File: src/rtl/bcd_display_formatter.sv
`default_nettype none
// =============================================================================
// bcd_display_formatter : sequential double-dabble binary-to-BCD converter with
// saturation and leading-zero blanking, feeding a 4-digit 7-segment multiplexer.
// Rev 1.0
// =============================================================================
module bcd_display_formatter #(
  parameter int BIN_WIDTH = 14,
  parameter int MAX_VALUE = 9999
) (
  input  logic                 clk,
  input  logic                 rst,
  input  logic [BIN_WIDTH-1:0] bin_in,
  input  logic                 start,
  input  logic                 lz_blank_en,
  output logic                 busy,
  output logic                 done,
  output logic [15:0]          data_out,
  output logic [3:0]           blank_out,
  output logic                 overflow
);

  localparam logic [BIN_WIDTH-1:0] C_MAX      = BIN_WIDTH'(MAX_VALUE);
  localparam logic [3:0]           C_CNT_INIT = 4'(BIN_WIDTH - 1);

  typedef enum logic [1:0] {
    S_IDLE  = 2'd0,
    S_SHIFT = 2'd1,
    S_LOAD  = 2'd2
  } state_t;

  state_t               state_q, state_d;
  logic [BIN_WIDTH-1:0] bin_q, bin_d;
  logic [15:0]          scratch_q, scratch_d;
  logic [3:0]           cnt_q, cnt_d;
  logic                 lz_q, lz_d;
  logic                 ovf_q, ovf_d;
  logic [15:0]          data_q, data_d;
  logic [3:0]           blank_q, blank_d;
  logic                 overflow_q, overflow_d;
  logic                 done_q, done_d;

  logic [15:0]          w_adj;
  logic [3:0]           w_lz_mask;
  logic                 w_d3z, w_d2z, w_d1z;

  // Add-3 correction per nibble; nibbles never carry into each other.
  always_comb begin
    w_adj = scratch_q;
    for (int i = 0; i < 4; i++) begin
      if (scratch_q[4*i +: 4] >= 4'd5) begin
        w_adj[4*i +: 4] = scratch_q[4*i +: 4] + 4'd3;
      end
    end
  end

  assign w_d3z     = (scratch_q[15:12] == 4'd0);
  assign w_d2z     = (scratch_q[11:8]  == 4'd0);
  assign w_d1z     = (scratch_q[7:4]   == 4'd0);
  assign w_lz_mask = {w_d3z, w_d3z & w_d2z, w_d3z & w_d2z & w_d1z, 1'b0};

  always_comb begin
    state_d    = state_q;
    bin_d      = bin_q;
    scratch_d  = scratch_q;
    cnt_d      = cnt_q;
    lz_d       = lz_q;
    ovf_d      = ovf_q;
    data_d     = data_q;
    blank_d    = blank_q;
    overflow_d = overflow_q;
    done_d     = 1'b0;
    case (state_q)
      S_IDLE: begin
        if (start) begin
          bin_d     = (bin_in > C_MAX) ? C_MAX : bin_in;
          ovf_d     = (bin_in > C_MAX);
          lz_d      = lz_blank_en;
          scratch_d = 16'h0000;
          cnt_d     = C_CNT_INIT;
          state_d   = S_SHIFT;
        end
      end
      S_SHIFT: begin
        {scratch_d, bin_d} = {w_adj, bin_q} << 1;
        if (cnt_q == 4'd0) begin
          state_d = S_LOAD;
        end else begin
          cnt_d = cnt_q - 4'd1;
        end
      end
      S_LOAD: begin
        data_d     = scratch_q;
        overflow_d = ovf_q;
        blank_d    = lz_q ? w_lz_mask : 4'b0000;
        done_d     = 1'b1;
        state_d    = S_IDLE;
      end
      default: state_d = S_IDLE;
    endcase
  end

  always_ff @(posedge clk) begin
    if (rst) begin
      state_q    <= S_IDLE;
      bin_q      <= '0;
      scratch_q  <= 16'h0000;
      cnt_q      <= 4'd0;
      lz_q       <= 1'b0;
      ovf_q      <= 1'b0;
      data_q     <= 16'h0000;
      blank_q    <= 4'b1111;
      overflow_q <= 1'b0;
      done_q     <= 1'b0;
    end else begin
      state_q    <= state_d;
      bin_q      <= bin_d;
      scratch_q  <= scratch_d;
      cnt_q      <= cnt_d;
      lz_q       <= lz_d;
      ovf_q      <= ovf_d;
      data_q     <= data_d;
      blank_q    <= blank_d;
      overflow_q <= overflow_d;
      done_q     <= done_d;
    end
  end

  assign busy      = (state_q != S_IDLE);
  assign done      = done_q;
  assign data_out  = data_q;
  assign blank_out = blank_q;
  assign overflow  = overflow_q;

endmodule
`default_nettype wire

File: config.mk
export PLATFORM = sky130hd
export DESIGN_NAME = bcd_display_formatter
export DESIGN_NICKNAME = d
export VERILOG_FILES = /design/src/rtl/bcd_display_formatter.sv
export SDC_FILE = /design/constraint.sdc
export NUM_CORES = 1
export LEC_CHECK = 0
export ABC_AREA = 1
export BUFFER_PORTS_ARGS = -buffer_cell sky130_fd_sc_hd__buf_4
export CAP_MARGIN = 0
export CORE_UTILIZATION = 50
export CTS_BUF_LIST = sky130_fd_sc_hd__clkbuf_16
export CTS_CLUSTER_SIZE = 25
export DETAILED_ROUTE_END_ITERATION = 16
export GPL_TIMING_DRIVEN = 1
export HOLD_SLACK_MARGIN = 0.03
export PLACE_DENSITY = 0.75
export SYNTH_ARGS = -nofsm -noshare
export SYNTH_HDL_FRONTEND = slang
export SYNTH_SLANG_ARGS = --single-unit
File: constraint.sdc
create_clock -name clk -period 1.6 [get_ports clk]
set_input_delay 0.48 -clock clk [delete_from_list [all_inputs] [get_ports clk]]
set_output_delay 0.48 -clock clk [all_outputs]
set_load 0.01 [all_outputs]
Word level (Yosys, flattened, before mapping)
Cells that the tools add are included.
{"block": "classes", "n_addsub": 5, "magnitude_cmp": 5, "eq_ne": 5, "mux": 17, "n_bitwise": 2, "n_reduce_logical": 11}
{"cell": "one-hot mux 16 bit (2 select lines)", "count": 1}
{"cell": "2-to-1 mux 14 bit", "count": 2}
{"cell": "one-hot mux 14 bit (2 select lines)", "count": 1}
{"cell": "2-to-1 mux 4 bit", "count": 6}
{"cell": "greater-or-equal comparator 4 x 3 -> 1 bit, second input constant", "count": 4}
{"cell": "logical NOT 4 bit", "count": 4}
{"cell": "2-to-1 mux 16 bit", "count": 1}
{"cell": "greater-than comparator 14 bit, second input constant", "count": 1}
{"cell": "adder 4 x 2 -> 4 bit, second input constant", "count": 3}
{"cell": "one-hot mux 4 bit (2 select lines)", "count": 1}
{"cell": "!= test 2 bit, second input constant", "count": 3}
{"cell": "AND reduction 2 bit", "count": 3}
{"cell": "2-to-1 mux 2 bit", "count": 2}
{"cell": "one-hot mux 2 bit (2 select lines)", "count": 1}
{"cell": "nonzero test 2 bit", "count": 2}
{"cell": "subtractor 4 x 1 -> 4 bit, second input constant", "count": 1}
{"cell": "adder 3 x 2 -> 3 bit, second input constant", "count": 1}
{"cell": "2-to-1 mux 3 bit", "count": 1}
{"cell": "AND reduction 3 bit", "count": 1}
{"cell": "AND 1 bit", "count": 2}
{"cell": "equality test 2 x 1 -> 1 bit, second input constant", "count": 1}
{"cell": "equality test 2 bit, second input constant", "count": 1}
{"cell": "logical NOT 2 bit", "count": 1}
{"cell": "2-to-1 mux 1 bit", "count": 1}
{"block": "word_totals", "regBits": 60, "inputBits": 18, "out_inout_bits": 23, "wordCells": 55}

Depth between registers and ports, before layout
{"block": "logic_depth", "depth_word": 4, "depth_mapped": 10, "mapped_depth_nobuf": 10}

Worst setup path before layout
No wires, ideal clock.
{"block": "synth_timing", "kind": "input port to flip-flop", "start": "input port bin_in[4]", "end": "register bin_q[9]", "setup_time_ps": 132, "t_arrival_ps": 1187, "required_ps": 1468, "path_slack_ps": 281, "path_stages": 9, "cell_sequence": "nor2_1 > nand2_1 > nand2_1 > nand2_1 > nand2_1 > clkbuf_1 > nand2_1 > nand2_1 > a21oi_1"}
{"block": "synth_via", "elab_chain_len": 4}
{"element": "start, declared", "line": "13", "rtl": "input logic [BIN_WIDTH-1:0] bin_in,"}
{"element": "greater-than comparator 14 bit", "line": "76", "rtl": "bin_d = (bin_in > C_MAX) ? C_MAX : bin_in;"}
{"element": "2-to-1 mux 14 bit", "line": "76"}
{"element": "2-to-1 mux 14 bit", "line": "75", "rtl": "if (start) begin"}
{"element": "one-hot mux 14 bit (2 select lines)", "line": "73", "rtl": "case (state_q)"}
{"element": "end signal, assigned", "line": "117", "rtl": "bin_q <= bin_d;"}
{"element": "end, declared", "line": "33", "rtl": "logic [BIN_WIDTH-1:0] bin_q, bin_d;"}
No other way between the ends. The select of a mux whose other input is x is not followed.
A chain may end at the register's enable or synchronous reset.

Worst setup path after layout
{"block": "layout_timing", "start": "register state_q[1]", "end": "output port busy"}
{"block": "layout_via", "elab_chain_len": 1}
{"element": "start, declared", "line": "32", "rtl": "state_t state_q, state_d;"}
{"element": "start signal, assigned", "line": "116", "rtl": "state_q <= state_d;"}
{"element": "nonzero test 2 bit", "line": "129", "rtl": "assign busy = (state_q != S_IDLE);"}
{"element": "end, declared", "line": "16", "rtl": "output logic busy,"}
No other way between the ends.

==> tab_implementation.tex <==
\begin{tabular}{lr}
\hline
Metric & Value \\
\hline
\multicolumn{2}{l}{\textbf{STA}} \\
Final number of hold-violating endpoints & 0 \\
Fmax & 667 MHz \\
Transition time of the tightest slew-check pin & 0.342 ns \\
Max Slew Vio Count & 0 \\
WHS & 0.448 ns \\
Portion of the clock cycle consumed by the worst path in the final layout & 0.937 \\
Maximum clock skew at final layout & 0.00668 ns \\
Min Tclk post-route & 1.50 ns \\
Final critical-path setup slack & 0.101 ns \\
Sum of negative setup slack & 0 ns \\
Finish-stage setup viols & 0 \\
Worst rel slew slack & 0.771 \\
\multicolumn{2}{l}{\textbf{Setup path}} \\
Worst Setup End Kind & output port \\
Cell family contributing the most delay on the critical path & flip-flops \\
Arrival time worst endpoint & 1.02 ns \\
Startpoint Class & flip-flop \\
Startpoint of the most critical register-to-register path & scratch\_q[4] \\
Largest stage delay on the critical path & 0.44 ns \\
Crit path from & state\_q[1] \\
Count of cell instances traversed by the critical path & 3 \\
Required time reported for the critical path endpoint & 1.12 ns \\
Worst-case reg-to-reg path depth & 9 \\
Category of the critical setup timing path & flip-flop to output port \\
Slowest stage cell on the critical path & dfxtp\_1 \\
Slack of the worst reg-to-reg path & 0.18 ns \\
Terminus of the critical flop-to-flop path & scratch\_q[6] \\
Number of buffer and inverter stages on the critical path & 2 \\
CP Capture Point & busy \\
Worst Path Max Fanout & 3 \\
Cells along the critical path & inv\_2 -> nand2\_1 -> buf\_4 \\
\multicolumn{2}{l}{\textbf{Final layout}} \\
Share of final-layout standard cells stronger than drive strength 1 & 0.166 \\
Fin nets & 453 \\
N\_diodes & 0 \\
Layout area overhead & 24.8\% \\
Post-route cell area & 3440 sq um \\
Fillers & 475 \\
\multicolumn{2}{l}{\textbf{Floorplanning}} \\
Initial core utilization & 0.530 \\
Std cell rows & 26 \\
Area of the die & 5810 sq um \\
Boundary pin count & 41 \\
Horizontal extent of the die & 76.3 microns \\
Die Ht & 76.3 microns \\
Core Region & 5200 sq um \\
\multicolumn{2}{l}{\textbf{Pwr}} \\
Worst supply voltage drop on vdd & 799 uV \\
Combinational share of power & 0.131 \\
Portion of total power attributed to sequential cells & 0.410 \\
Pwr/cell area & 1150 nW/um\^{}2 \\
Fraction of power consumed by the clock network & 0.459 \\
P\_int & 2.97 mW \\
Switching power as a share of total power & 0.250 \\
Leak pwr & 1.54 nW \\
NetSw & 993 uW \\
\multicolumn{2}{l}{\textbf{Job}} \\
Number of max-capacitance violations reported & 0 \\
\multicolumn{2}{l}{\textbf{Route}} \\
Per-cell via count in the routed design & 5.07 \\
DRC violations left & 0 \\
Number of search-and-repair iterations in the first detailed-routing pass & 4 \\
Overall via count from detail\_route & 2525 \\
ANT nets after route & 0 \\
Drt first-iter violations & 152 \\
Wire length reported by the detailed router & 6020 microns \\
WL per Instance & 12.1 microns \\
\multicolumn{2}{l}{\textbf{Synthesis}} \\
Flip-flop and latch count after synthesis & 60 \\
Net Count, Synth & 407 \\
Synthesized-area fraction occupied by ao, oa, aoi and oai cells & 0.171 \\
Basic-gate share of the synthesized area counting and, or, nand and nor cells & 0.237 \\
Largest family of logic cells by synthesized area & simple AND/OR/NAND/NOR gates \\
Multiplexer share of the synthesized area & 0 \\
Adder and majority cell fraction of the synthesized area & 0.0545 \\
Fraction of synthesized cell area in xor and xnor cells & 0.0159 \\
Synth Warn \# & 0 \\
Avg Cell Area, Syn & 7.31 sq um \\
Sequential share of the synthesized area & 0.436 \\
Synthesized instance count & 377 \\
Number of distinct library cells after synthesis & 31 \\
Post-synthesis cell area & 2760 sq um \\
\multicolumn{2}{l}{\textbf{Min path}} \\
Hold Path Class & flip-flop to flip-flop \\
Worst hold path cell count & 2 \\
\multicolumn{2}{l}{\textbf{GRT}} \\
Wire length of the first global-routing pass & 10800 microns \\
All-Layer GR Usage & 0.230 \\
Gr ovfl total & 0 \\
Via count of the first global-routing pass & 2438 \\
Largest net degree at the start of global routing & 28 \\
Number of antenna violations at the first check in global routing & 0 \\
\multicolumn{2}{l}{\textbf{CTS}} \\
Number of levels in the clock H-tree & 3 \\
Clock sink count & 60 \\
Clock insertion delay at the later pin of the skew report & 0.32 ns \\
Number of buffers created by CTS & 9 \\
Maximum buffer depth of the clock tree & 2 \\
Resized cells post-CTS & 0 \\
Clock root buffer master & clkbuf\_16 \\
Worst-path clk slew & 0.05 ns \\
Clock tree from TritonCTS & done \\
\multicolumn{2}{l}{\textbf{Placement}} \\
Pre-CTS WS & 0.0970 ns \\
\# port buffers & 40 \\
Last weighted congestion value of the routability-driven placer & 0.831 \\
Area post-placement & 3130 sq um \\
Detailed placement HPWL & 4040 microns \\
\multicolumn{2}{l}{\textbf{Status}} \\
Status & complete, no violations \\
\hline
\end{tabular}
[state kept, by name, indices dropped and copies added (netlist names)]
signal and flops:
state_q 2, bin_q 14, overflow 1, blank_out 4, ovf_q 1, scratch_q 16, done 1, data_out 16
cnt_q 4, lz_q 1
[synthesized netlist by cell type]
master     n  area share
clkbuf_1   7      0.0095
or2_1      1      0.0023
a31oi_1    3      0.0068
o32ai_1    1      0.0032
buf_2      6       0.011
nand4_1    3      0.0068
xnor2_1    2      0.0064
inv_2      3      0.0041
nand3_2    1      0.0036
buf_6      1      0.0041
nor3_1     1      0.0018
ha_1      12       0.054
nand3_1   23       0.042
clkinv_1   1      0.0014
a21oi_1   45       0.082
inv_4      1      0.0023
nor2_1    40       0.054
nand2_4    1      0.0041
o21ai_1    1      0.0018
o21a_1     2      0.0054
nand2_1   83        0.11
o211ai_1   1      0.0027
nor2_2     1      0.0023
a21boi_1   4       0.011
nor2_8     1      0.0073
o21ai_0   31       0.056
dfxtp_1   60        0.44
xor2_1     3      0.0095
o22ai_1    1      0.0023
buf_4      2      0.0054
inv_1     35       0.048
[cells by family after synthesis]
kind of cell | after synthesis
adders and majority gates | 12
AOI/OAI and AO/OA | 89
DFF | 60
and+or+nand+nor | 155
xor gates and xnor gates | 5
buffers and inverters | 56
[power groups by stage]
stage / clock [mW] / combinational [mW] / sequential (mW)
floorplan: 0 / 0.335 / 1.66
global placement: 0 / 0.497 / 1.65
detailed placement: 0 / 0.506 / 1.66
CTS: 1.85 / 0.512 / 1.63
global route: 1.91 / 0.588 / 1.63
finish: 1.82 / 0.520 / 1.63
[how the worst min path moves through the flow]
stage	start	end	slack (ns)
floorplan	bin_q[13]	bin_q[13]	0.43
global placement	blank_out[0]	blank_out[0]	0.44
detailed placement	bin_q[13]	bin_q[13]	0.45
CTS	bin_in[6]	bin_q[6]	0.45
global route	bin_in[4]	bin_q[4]	0.46
finish	bin_q[13]	bin_q[13]	0.45
[tightest hold or removal path, cell delays in order, from the launching register on]
cell,delay (ns)
dfxtp_1,0.29
inv_1,0.05
a21oi_1,0.05
[cell type report]
type | instances | area [sq um] | area share
Multi-Input combinational cell | 261 | 1320 | 0.384
Sequential cell | 60 | 1200 | 0.349
Timing Repair Buffer | 51 | 395 | 0.115
Clock buffer | 9 | 225 | 0.0655
Inverter | 40 | 153 | 0.0444
Tap cell | 70 | 87.6 | 0.0255
Clock inverter | 7 | 57.6 | 0.0167
[metrics by stage]
stage	cells	total power, mW	utilization
4_1_cts	495	3.98	0.656
6_report	498	3.97	0.661
2_1_floorplan	377	1.99	-
3_3_place_gp	479	2.15	0.602
3_5_place_dp	479	2.16	0.602
5_1_grt	498	4.13	0.661
[placed cells by master, fill, tap and decap left out, drive strengths merged, types with 2 or more instances in the layout]
cell,synthesis,layout
a31oi,3,3
dfxtp,60,60
nand4,3,3
ha,12,12
buf,9,51
xnor2,2,2
o21ai,32,32
a21boi,4,4
nand2,84,84
nor2,42,42
inv,39,39
xor2,3,3
nand3,24,24
o21a,2,2
clkbuf,7,9
clkinv,1,6
a21oi,45,45
[per-layer routing]
layer | GRT usage | up-vias | routed length, microns
met5 | 0 | - | 0
met4 | 0.0923 | 0 | 84
met3 | 0.0778 | 9 | 324
met2 | 0.370 | 52 | 2780
met1 | 0.281 | 1144 | 2830
li1 | - | 1320 | -
[what timing repair did]
action	in CTS	in global routing
setup buffers	0	3
endpoints found under the hold margin	0	0
hold buffers	0	0
endpoints found under the setup margin	0	2
Note: power is estimated with default switching activity, not from simulation.
